--- src/rtl/pipe_stage_buf_pkg.sv ---
// Shared definitions for the configurable pipeline-register stage: FSM
// encoding, control-bundle bit offsets and the NOP control value.
package pipe_stage_buf_pkg;

  typedef enum logic [1:0] {
    ST_EMPTY = 2'd0,
    ST_ONE   = 2'd1,
    ST_FULL  = 2'd2
  } state_e;

  // Bit offsets of the fields inside the control bundle.
  typedef enum int {
    CTRL_REGWR  = 0,
    CTRL_MEMRD  = 1,
    CTRL_MEMWR  = 2,
    CTRL_BRANCH = 3,
    CTRL_ALUOP  = 4,
    CTRL_ALUSRC = 8
  } ctrl_bit_e;

  localparam int CTRL_MAX_W = 64;
  localparam logic [CTRL_MAX_W-1:0] CTRL_NOP = '0;

endpackage

--- src/rtl/pipe_stage_buf_reg.sv ---
// One register slot of the stage: payload {pc, words, rd} with load enable,
// plus a control bundle that can additionally be cleared to NOP.
module pipe_stage_reg
  import pipe_stage_buf_pkg::*;
#(
  parameter int DW = 32,
  parameter int CW = 9
) (
  input  logic          clk,
  input  logic          rst_n,
  input  logic          en,
  input  logic          clr,
  input  logic [DW-1:0] d_data,
  input  logic [CW-1:0] d_ctrl,
  output logic [DW-1:0] q_data,
  output logic [CW-1:0] q_ctrl
);

  logic [DW-1:0] data_q, data_d;
  logic [CW-1:0] ctrl_q, ctrl_d;

  always_comb begin
    data_d = en ? d_data : data_q;
    ctrl_d = ctrl_q;
    if (clr)     ctrl_d = CTRL_NOP[CW-1:0];
    else if (en) ctrl_d = d_ctrl;
  end

  always_ff @(posedge clk or negedge rst_n) begin
    if (!rst_n) begin
      data_q <= '0;
      ctrl_q <= '0;
    end else begin
      data_q <= data_d;
      ctrl_q <= ctrl_d;
    end
  end

  assign q_data = data_q;
  assign q_ctrl = ctrl_q;

endmodule

--- src/rtl/pipe_stage_buf.sv ---
// Configurable pipeline-register stage with valid/ready handshake, optional
// two-entry skid buffer, flush-to-bubble and a saturating stall counter.
module pipe_stage_buf
  import pipe_stage_buf_pkg::*;
#(
  parameter int DATA_W    = 32,
  parameter int NUM_WORDS = 4,
  parameter int RD_W      = 6,
  parameter int CTRL_W    = 9,
  parameter bit SKID      = 1,
  parameter int CNT_W     = 16
) (
  input  logic                          clk,
  input  logic                          rst_n,
  input  logic                          flush,
  input  logic                          in_valid,
  output logic                          in_ready,
  input  logic [DATA_W-1:0]             in_pc,
  input  logic [NUM_WORDS*DATA_W-1:0]   in_words,
  input  logic [RD_W-1:0]               in_rd,
  input  logic [CTRL_W-1:0]             in_ctrl,
  output logic                          out_valid,
  input  logic                          out_ready,
  output logic [DATA_W-1:0]             out_pc,
  output logic [NUM_WORDS*DATA_W-1:0]   out_words,
  output logic [RD_W-1:0]               out_rd,
  output logic [CTRL_W-1:0]             out_ctrl,
  output logic [CNT_W-1:0]              stall_cnt
);

  localparam int DW = DATA_W + NUM_WORDS*DATA_W + RD_W;

  state_e      state_q, state_d;
  logic        acc, dlv;
  logic        head_en, skid_en, head_from_skid;
  logic [DW-1:0]     in_data, head_data, skid_data, head_d_data;
  logic [CTRL_W-1:0] head_ctrl, skid_ctrl, head_d_ctrl;
  logic [CNT_W-1:0]  cnt_q, cnt_d;

  assign in_data   = {in_pc, in_words, in_rd};
  assign out_valid = (state_q != ST_EMPTY);
  assign acc       = in_valid && in_ready;
  assign dlv       = out_valid && out_ready;

  always_ff @(posedge clk or negedge rst_n) begin
    if (!rst_n) state_q <= ST_EMPTY;
    else        state_q <= state_d;
  end

  // With SKID=0 an accept in ONE always coincides with a deliver, so FULL
  // is unreachable and the same FSM serves both modes.
  always_comb begin
    state_d = state_q;
    if (flush) state_d = ST_EMPTY;
    else begin
      case (state_q)
        ST_EMPTY: if (acc) state_d = ST_ONE;
        ST_ONE: begin
          if (acc && !dlv)      state_d = ST_FULL;
          else if (!acc && dlv) state_d = ST_EMPTY;
        end
        ST_FULL:  if (dlv) state_d = ST_ONE;
        default:  state_d = ST_EMPTY;
      endcase
    end
  end

  always_comb begin
    head_en        = 1'b0;
    skid_en        = 1'b0;
    head_from_skid = 1'b0;
    if (!flush) begin
      case (state_q)
        ST_EMPTY: head_en = acc;
        ST_ONE: begin
          head_en = acc && dlv;
          skid_en = acc && !dlv;
        end
        ST_FULL: begin
          head_en        = dlv;
          head_from_skid = 1'b1;
        end
        default: ;
      endcase
    end
  end

  assign head_d_data = head_from_skid ? skid_data : in_data;
  assign head_d_ctrl = head_from_skid ? skid_ctrl : in_ctrl;

  pipe_stage_reg #(.DW(DW), .CW(CTRL_W)) u_head (
    .clk    (clk),
    .rst_n  (rst_n),
    .en     (head_en),
    .clr    (flush),
    .d_data (head_d_data),
    .d_ctrl (head_d_ctrl),
    .q_data (head_data),
    .q_ctrl (head_ctrl)
  );

  generate
    if (SKID) begin : g_skid
      logic rdy_q, rdy_d;

      pipe_stage_reg #(.DW(DW), .CW(CTRL_W)) u_skid (
        .clk    (clk),
        .rst_n  (rst_n),
        .en     (skid_en),
        .clr    (flush),
        .d_data (in_data),
        .d_ctrl (in_ctrl),
        .q_data (skid_data),
        .q_ctrl (skid_ctrl)
      );

      // Registered ready: no combinational path from out_ready.
      assign rdy_d = (state_d != ST_FULL);
      always_ff @(posedge clk or negedge rst_n) begin
        if (!rst_n) rdy_q <= 1'b1;
        else        rdy_q <= rdy_d;
      end
      assign in_ready = rdy_q;
    end else begin : g_noskid
      assign skid_data = '0;
      assign skid_ctrl = '0;
      assign in_ready  = !out_valid || out_ready;
    end
  endgenerate

  assign {out_pc, out_words, out_rd} = head_data;
  assign out_ctrl = out_valid ? head_ctrl : CTRL_NOP[CTRL_W-1:0];

  always_comb begin
    cnt_d = cnt_q;
    if (out_valid && !out_ready && !flush && cnt_q != {CNT_W{1'b1}})
      cnt_d = cnt_q + 1'b1;
  end

  always_ff @(posedge clk or negedge rst_n) begin
    if (!rst_n) cnt_q <= '0;
    else        cnt_q <= cnt_d;
  end

  assign stall_cnt = cnt_q;

endmodule
--- config.mk ---
export PLATFORM = sky130hd
export DESIGN_NAME = pipe_stage_buf
export DESIGN_NICKNAME = d
export VERILOG_FILES = /design/src/rtl/pipe_stage_buf_pkg.sv /design/src/rtl/pipe_stage_buf_reg.sv /design/src/rtl/pipe_stage_buf.sv
export SDC_FILE = /design/constraint.sdc
export NUM_CORES = 1
export LEC_CHECK = 0
export BUFFER_PORTS_ARGS = -buffer_cell sky130_fd_sc_hd__buf_4
export CORE_MARGIN = 2
export CORE_UTILIZATION = 31
export DETAILED_ROUTE_END_ITERATION = 6
export PLACE_DENSITY_LB_ADDON = 0.05
export SKIP_LAST_GASP = 1
export SLEW_MARGIN = 0
export SYNTH_ARGS = -nofsm -noshare
export SYNTH_HDL_FRONTEND = slang
export SYNTH_SLANG_ARGS = --single-unit
--- constraint.sdc ---
create_clock -name clk -period 3 [get_ports clk]
set_clock_uncertainty 0.05 [all_clocks]
set_input_delay 0.6 -clock clk [delete_from_list [all_inputs] [get_ports clk]]
set_output_delay 0.6 -clock clk [all_outputs]
set_load 0.01 [all_outputs]
Word-level counts from Yosys, hierarchy flattened
Cells that the tools add are included.
Cells by class
  equality and inequality tests: 4
  muxes and demuxes: 19
  $add $sub $neg: 1
  reductions and logical operators: 16
Operator list (count)
  166-bit 2-to-1 mux: 1
  9-bit 2-to-1 mux: 6
  16-bit by 1-bit adder with 16-bit output, second input constant: 1
  16-bit != test, second input constant: 1
  2-bit 2-to-1 mux: 5
  1-bit logical AND: 8
  2-bit one-hot mux with 3 select lines: 1
  2-bit nonzero test: 3
  1-bit 2-to-1 mux: 5
  1-bit zero test: 4
  1-bit one-hot mux with 3 select lines: 1
  2-bit by 1-bit equality test with 1-bit output, second input constant: 1
  2-bit equality test, second input constant: 1
  2-bit zero test: 1
  2-bit != test, second input constant: 1
Word-level totals
  register bits: 369
  output and inout port bits: 193
  word-level logic and storage cells: 47

Longest topological paths before layout
Gate-level depths: netlist of the first run.
  depth in word-level cells: 8
  mapped depth: 8

Modules after synthesis
A second synthesis of the first run with hierarchy kept.
Second synthesis, totals
  cell total of the unflattened synthesis: 1056
  area, all modules: 16230.6 sq um
By module, submodules not included
  pipe_stage_reg: cells an instance 379, area each 6577.6 sq um, instances 2, sequential area each 4379.2 sq um
  pipe_stage_buf: cells an instance 298, area each 3075.4 sq um, instances 1, sequential area each 476.7 sq um

Least setup slack after synthesis of the first run
No wires, ideal clock.
  path type: input port to flip-flop
  start point: input out_ready
  end point: register g_skid.u_skid.data_q[125], in the netlist g_skid.u_skid.q_data[125]
  data arrival time: 1.780 ns
  data required time: 2.825 ns
  stages: 5
  buffers on the path: 2
  path slack: 1.045 ns
  cell sequence: nand2b_1 nor3_2 buf_2 buf_2 mux2_2
On the way
  cells in the longest elaborated chain, start to end: 5
Ends and longest elaborated chain
  start, declared: RTL line pipe_stage_buf.sv:23  | input logic out_ready,
  1-bit logical AND: RTL line pipe_stage_buf.sv:43  | assign dlv = out_valid && out_ready;
  1-bit zero test: RTL line pipe_stage_buf.sv:77  | skid_en = acc && !dlv;
  1-bit logical AND: RTL line pipe_stage_buf.sv:77
  1-bit 2-to-1 mux: RTL line pipe_stage_buf.sv:73  | case (state_q)
  1-bit 2-to-1 mux: RTL line pipe_stage_buf.sv:72  | if (!flush) begin
  end signal, assigned: RTL line pipe_stage_buf_reg.sv:34  | data_q <= data_d;
  end, declared: RTL line pipe_stage_buf_reg.sv:19  | logic [DW-1:0] data_q, data_d;
No other way between the ends.
A chain may end at the register's enable or synchronous reset.

Worst setup path after layout of the first run
  start point: register state_q[0]
  end point: output out_ctrl[6]
On the way
  cells in the longest elaborated chain, start to end: 2
Ends and longest elaborated chain
  start, declared: RTL line pipe_stage_buf.sv:33  | state_e state_q, state_d;
  start signal, assigned: RTL line pipe_stage_buf.sv:47  | else state_q <= state_d;
  2-bit nonzero test: RTL line pipe_stage_buf.sv:41  | assign out_valid = (state_q != ST_EMPTY);
  9-bit 2-to-1 mux: RTL line pipe_stage_buf.sv:132  | assign out_ctrl = out_valid ? head_ctrl : CTRL_NOP[CTRL_W-1:0];
  end, declared: RTL line pipe_stage_buf.sv:27  | output logic [CTRL_W-1:0] out_ctrl,
No other way between the ends.

==> qor.csv, run 1 <==
stage,metric,value,unit
run_status,status,finished clean,
worst_hold_path,HP Class,primary input to flop,
sta,pin slew with the least headroom to its limit,0.789,ns
die,core region area,0.0500,mm2
route,Starting DRT DRC Count,417,
sta,# setup viols final,0,
logic_synthesis,syn nets,1421,
clock_tree,CTS buffer count,45,
clock_tree,Worst-path clk slew,0.06,ns
sta,maximum clock frequency,406,MHz
route,via count,10700,
sta,Tmin final,2.47,ns
logic_synthesis,Synth top area share,0.589,
critical_path,critical path class,flop to output port,
sta,RSZ-0062 raised after global routing,false,
die,row count,82,
route,drt first pass iters,5,
sta,Relative slew margins,0.474,
sta,setup_tns,0,ns
logic_synthesis,"Seq/Total Area, Yosys",0.590,
global_route,largest net degree at the start of global routing,171,
final_layout,Nets,1802,
critical_path,CP Data Required Time,2.35,ns
critical_path,Worst setup EP type,output port,
logic_synthesis,synth cell count leaders,"dfrtp_1, nor2_1, mux2i_1",
logic_synthesis,synth top area cells,"dfrtp_1, mux2_2, mux2i_1",
route,drt via density,4.58,
critical_path,"Max FO, Critical Path",13,
die,Die Y-Extent,229,um
clock_tree,root buf cell,clkbuf_16,
route,Routed Antenna Nets,0,
global_route,vias in the first global route,10700,
logic_synthesis,library cells used by synthesis,38,
clock_tree,insertion delay to the later sink of the worst-skew pair,0.55,ns
die,Initial Utilization,0.313,
global_route,first-pass GRT wire length,65200,um
die,io pins,373,
logic_synthesis,most frequent cell after synthesis,dfrtp_1,
placed_design,Final Wtd Congestion,0.731,
sta,final hold violations,0,
logic_synthesis,"Cell Area, Synth",0.0156,mm2
clock_tree,post-CTS setup buffer count,0,
logic_synthesis,"area leader, netlist",dfrtp_1,
logic_synthesis,Async SR Flop Fraction,1.00,
route,# DRC,0,
final_layout,antenna cells,0,
global_route,total track usage,0.159,
logic_synthesis,Post-Syn Instances,1240,
logic_synthesis,Synth Flop Type,dfrtp_1,
logic_synthesis,syn_area_per_cell,12.6,um2
global_route,initial antenna violation count,2,
clock_tree,clock buffer depth,3,
flow_run,max-capacitance violation count,0,
final_layout,"non-filler cells, final",2326,
pwr,P_leak,9.01,nW
placed_design,# port buffers,372,
clock_tree,Sink Count,369,
final_layout,share of layout cells above drive strength 1,0.399,
clock_tree,post_cts resized,0,
critical_path,crit path launch type,flop,
final_layout,Layout area overhead,32.9,%
route,Routed WL per cell,18.1,um
placed_design,DP HPWL,28700,um
die,total die area,0.0523,mm2
pwr,pwr dens,749,mW/mm2
clock_tree,TritonCTS clock tree,yes,
global_route,total grt overflow,0,
placed_design,dpl cells,2245,
sta,period utilization,0.822,
final_layout,fillers,4888,
logic_synthesis,"FF+latch count, synth",369,
sta,Final Max Slew Viols,0,
route,Post-Route WL,42200,um
final_layout,core occupancy in the finished layout,0.416,
pwr,maximum VDD drop,0.000448,V
critical_path,CP arrival,1.82,ns
logic_synthesis,Post-synth EDFFs,0,
logic_synthesis,Synth warnings,0,
clock_tree,H-tree depth,2,
die,Die Width,229,um
==> flip-flops by register name, indices dropped and copies added (netlist names) <==
| signal | flops |
|---|---|
| u_head.q_ctrl | 9 |
| g_skid.u_skid.q_data | 166 |
| state_q | 2 |
| g_skid.u_skid.q_ctrl | 9 |
| stall_cnt | 16 |
| u_head.q_data | 166 |
| in_ready | 1 |
==> cells in the final DEF (no fill, tap or decap), drive strengths merged <==
master | Yosys | final
nand2 | 10 | 10
and2 | 10 | 10
nand3b | 2 | 2
dlygate4sd3 | 0 | 1
nand4bb | 2 | 2
clkbuf | 24 | 68
xor2 | 13 | 13
xnor2 | 2 | 2
nor2b | 1 | 1
dfrtp | 368 | 368
and4b | 1 | 1
mux2 | 168 | 168
nor3b | 1 | 1
nand4 | 5 | 5
dfstp | 1 | 1
nand4b | 1 | 1
inv | 1 | 2
buf | 55 | 412
or2 | 2 | 2
and2b | 1 | 1
mux2i | 184 | 184
a211oi | 9 | 9
nor3 | 7 | 7
o21a | 1 | 1
nor4 | 7 | 7
a31oi | 1 | 1
bufinv | 0 | 3
nand3 | 5 | 5
nor2 | 189 | 189
a21oi | 166 | 166
clkinv | 0 | 8
or4 | 1 | 1
nand2b | 1 | 1
ha | 1 | 1
==> report_power, final <==
group | leakage [nW] | internal [mW] | total, mW | switching, mW
Clock | 0.744 | 3.35 | 5.47 | 2.12
Combinational | 3.88 | 1.76 | 3.17 | 1.42
Sequential | 4.38 | 6.26 | 6.92 | 0.668
Total | 9.01 | 11.4 | 15.6 | 4.20
==> logic make-up (layout without fill, tap and decap cells) <==
| logic type | after synthesis | in the layout | share of synthesized area |
|---|---|---|---|
| XOR/XNOR | 15 | 15 | 0.00840 |
| adder cells (fa/ha/maj) | 1 | 1 | 0.000800 |
| AND/OR/NAND/NOR | 246 | 246 | 0.0678 |
| multiplexers | 352 | 352 | 0.239 |
| AO/OA/AOI/OAI | 177 | 177 | 0.0593 |
| flip-flops | 369 | 369 | 0.590 |
| buffers and inverters | 80 | 494 | 0.0345 |
==> cell type report <==
cell class | count | area [um2] | share of cell area
inverters | 1 | 3.75 | 0.000181
repair buffers | 413 | 3340 | 0.161
flip-flops and latches | 369 | 9240 | 0.444
clock inverters | 12 | 139 | 0.00668
well taps | 672 | 841 | 0.0405
multi-input cells | 791 | 5870 | 0.283
clock buffers | 68 | 1350 | 0.0651
==> through the flow <==
step / instance area, um2 / setup WS [ns] / total power, mW / hold WS (ns)
2_1_floorplan: 15600 / 1.05 / 8.57 / 0.254
3_5_place_dp: 19300 / 0.697 / 10.3 / 0.437
6_report: 20800 / 0.534 / 15.6 / 0.236
4_1_cts: 20800 / 0.491 / 15.9 / 0.186
5_1_grt: 20800 / 0.459 / 16.5 / 0.198
3_3_place_gp: 19300 / 0.702 / 10.2 / 0.439
==> final timing paths <==
path,start,to,slack [ns],depth (start not counted)
max,state_q[0],out_ctrl[6],0.53,3
min,in_pc[4],g_skid.u_skid.q_data[138],0.24,2
max reg2reg,in_ready,u_head.q_data[63],0.91,5
min reg2reg,stall_cnt[15],stall_cnt[15],0.45,1
max in group asynchronous,rst_n,g_skid.u_skid.q_data[16],1.51,4
min in group asynchronous,rst_n,g_skid.u_skid.q_data[36],0.54,2
==> what timing repair did <==
| item | 4_1_cts | 5_1_grt |
|---|---|---|
| hold buffers | 1 | 0 |
| endpoints found under the setup margin | 0 | 0 |
| hold endpoints to repair | 48 | 0 |
==> metal layers <==
metal / vias to the layer above / track usage / share of wire
li1: 5121 / - / -
met1: 5248 / 0.213 / 0.45
met2: 220 / 0.252 / 0.47
met3: 57 / 0.0501 / 0.070
met4: 4 / 0.0370 / 0.016
met5: - / 0 / 0.00055
==> critical path, stage by stage, from the launching register on <==
cell     delay, ns
dfrtp_1       0.43
or2_2         0.45
and2_1        0.23
buf_4         0.14
No activity file was read; power rests on OpenSTA's default activity.
==> run 2, diff against run 1 <==
- clock period: 3 -> 2 ns (I/O delays scaled with it)
==> run 2 against run 1 <==
Net effect:
- the run now ends with setup timing left
- power up 56%
- final cell count up 7.7%
- combinational power up 71%
- critical endpoint unchanged
- largest cell class unchanged
- largest power group unchanged
==> qor.csv, run 2 (same netlist as run 1, synthesis figures left out) <==
stage,metric,value,unit
global_route,initial antenna violation count,2,
sta,Worst Hold Slack,0.0367,ns
critical_path,CP arrival,1.59,ns
critical_path,CP max-delay cell,dfrtp_2,
sta,final hold violations,0,
global_route,vias in the first global route,11900,
clock_tree,root buf cell,clkbuf_16,
global_route,first-pass GRT wire length,70000,um
run_status,violated checks,setup timing,
final_layout,share of layout cells above drive strength 1,0.419,
route,via count,11500,
critical_path,critical path class,flop to output port,
sta,Relative slew margins,0.595,
critical_path,CP max stage delay,0.44,ns
route,drt via density,4.60,
final_layout,"non-filler cells, final",2505,
route,Routed WL per cell,18.7,um
pwr,total power,24.3,mW
flow_run,max-capacitance violation count,0,
critical_path,CP Data Required Time,1.55,ns
critical_path,Buf/Inv on CP,1,
pwr,Comb pwr share,0.223,
final_layout,Layout area overhead,47.8,%
route,Post-Route WL,46700,um
placed_design,pre-CTS setup slack,0.0247,ns
pwr,switching share of total power,0.274,
pwr,maximum VDD drop,0.000574,V
global_route,largest net degree at the start of global routing,57,
route,# DRC,0,
placed_design,# port buffers,372,
route,drt first pass iters,4,
clock_tree,TritonCTS clock tree,yes,
global_route,total track usage,0.169,
clock_tree,clock buffer depth,3,
critical_path,Worst setup EP type,output port,
sta,maximum clock frequency,491,MHz
global_route,total grt overflow,0,
critical_path,crit path launch type,flop,
die,Initial Utilization,0.313,
placed_design,dpl cells,2278,
sta,RSZ-0062 raised after global routing,true,
placed_design,DP HPWL,30500,um
run_status,status,"complete, but fails checks",
critical_path,"Max FO, Critical Path",6,
pwr,Reg power frac,0.431,
sta,Final Max Slew Viols,0,
sta,# setup viols final,17,
clock_tree,H-tree depth,2,
clock_tree,Worst-path clk slew,0.06,ns
placed_design,Final Wtd Congestion,0.743,
final_layout,most frequent cells in the layout,"buf_4, dfrtp_1, mux2i_1",
clock_tree,CTS buffer count,45,
route,Starting DRT DRC Count,415,
sta,final worst slack,-0.0353,ns
sta,pin slew with the least headroom to its limit,0.607,ns
final_layout,"most common cell after layout, fill and taps aside",buf_4,
final_layout,Nets,1980,
die,row count,82,
pwr,Switching Power,6.66,mW
die,total die area,0.0523,mm2
clock_tree,Sink Count,369,
pwr,P_leak,10.0,nW
sta,Tmin final,2.04,ns
die,Die Width,229,um
die,core region area,0.0500,mm2
die,io pins,373,
die,Die Y-Extent,229,um
route,Routed Antenna Nets,0,
critical_path,critical-path cell list,"or2_4, and2_4, buf_6",
clock_tree,insertion delay to the later sink of the worst-skew pair,0.56,ns
pwr,cell internal pwr,17.6,mW
sta,period utilization,1.02,
pwr,pwr dens,1050,mW/mm2
worst_hold_path,HP Class,primary input to flop,
critical_path,Top Family by Delay on Critical Path,simple AND/OR/NAND/NOR gates,
pwr,share of total power in the clock network,0.346,
run 2: cell count changes in the layout (fill, tap and decap cells not counted), sizes merged:
cell / before / now
dlygate4sd3: 1 / 105
clkinvlp: 0 / 2
inv: 2 / 3
or2: 2 / 3
bufinv: 3 / 4
clkinv: 8 / 6
buf: 412 / 472
clkbuf: 68 / 77
diode: 0 / 3
run 2: worst paths after layout:
path,start,end,slack [ns],depth (start not counted)
min reg2reg,stall_cnt[15],stall_cnt[15],0.45,1
min,in_words[122],g_skid.u_skid.q_data[128],0.04,2
max reg2reg,state_q[1],u_head.q_data[64],-0.01,9
max,state_q[1],out_ctrl[6],-0.04,3
max in group asynchronous,rst_n,g_skid.u_skid.q_data[151],0.83,3
min in group asynchronous,rst_n,u_head.q_data[56],0.36,2
run 2: per-layer routing:
| layer | share of wire | GRT usage |
|---|---|---|
| met4 | 0.021 | 0.0462 |
| met1 | 0.45 | 0.225 |
| met2 | 0.47 | 0.272 |
| met5 | 0 | 0 |
| met3 | 0.064 | 0.0429 |
run 2: worst reg2reg max path: cells and delay by family, from the launching register on:
family                 cells  cell delay (ns)
buffers and inverters      5             0.79
flip-flops                 1             0.44
AO/OA/AOI/OAI              2             0.38
AND/OR/NAND/NOR            2             0.28
run 2: through the flow:
stage | TNS [ns] | utilization | area (um2)
after floorplan | 0 | - | 15600
after global placement | 0 | 0.395 | 19700
after detailed placement | 0 | 0.395 | 19700
after CTS | -0.544 | 0.448 | 22400
after global routing | -5.72 | 0.463 | 23100
final | -0.303 | 0.463 | 23100
run 2: repair_timing:
item | CTS | global route
endpoints found under the hold margin | 136 | 0
buffers inserted | 4 | 21
resized for setup | 22 | 44
pin swaps | 11 | 1
hold buffers | 105 | 0
setup endpoints to repair | 10 | 300
cloned | 1 | 15
run 2: power groups by stage:
stage / sequential [mW] / combinational (mW) / clock [mW]
3_5_place_dp: 10.6 / 4.96 / 0
5_1_grt: 10.8 / 5.94 / 8.97
3_3_place_gp: 10.6 / 4.86 / 0
2_1_floorplan: 10.7 / 2.17 / 0
6_report: 10.5 / 5.42 / 8.40
4_1_cts: 10.5 / 5.19 / 8.68
run 2: cell type report:
type / count / area [um2]
clock inverters: 14 / 183
well taps: 672 / 841
fillers: 4692 / 26900
clock buffers: 64 / 1340
flip-flops and latches: 369 / 9240
repair buffers: 590 / 5470
diodes: 3 / 7.51
multi-input cells: 792 / 6030
inverters: 1 / 3.75
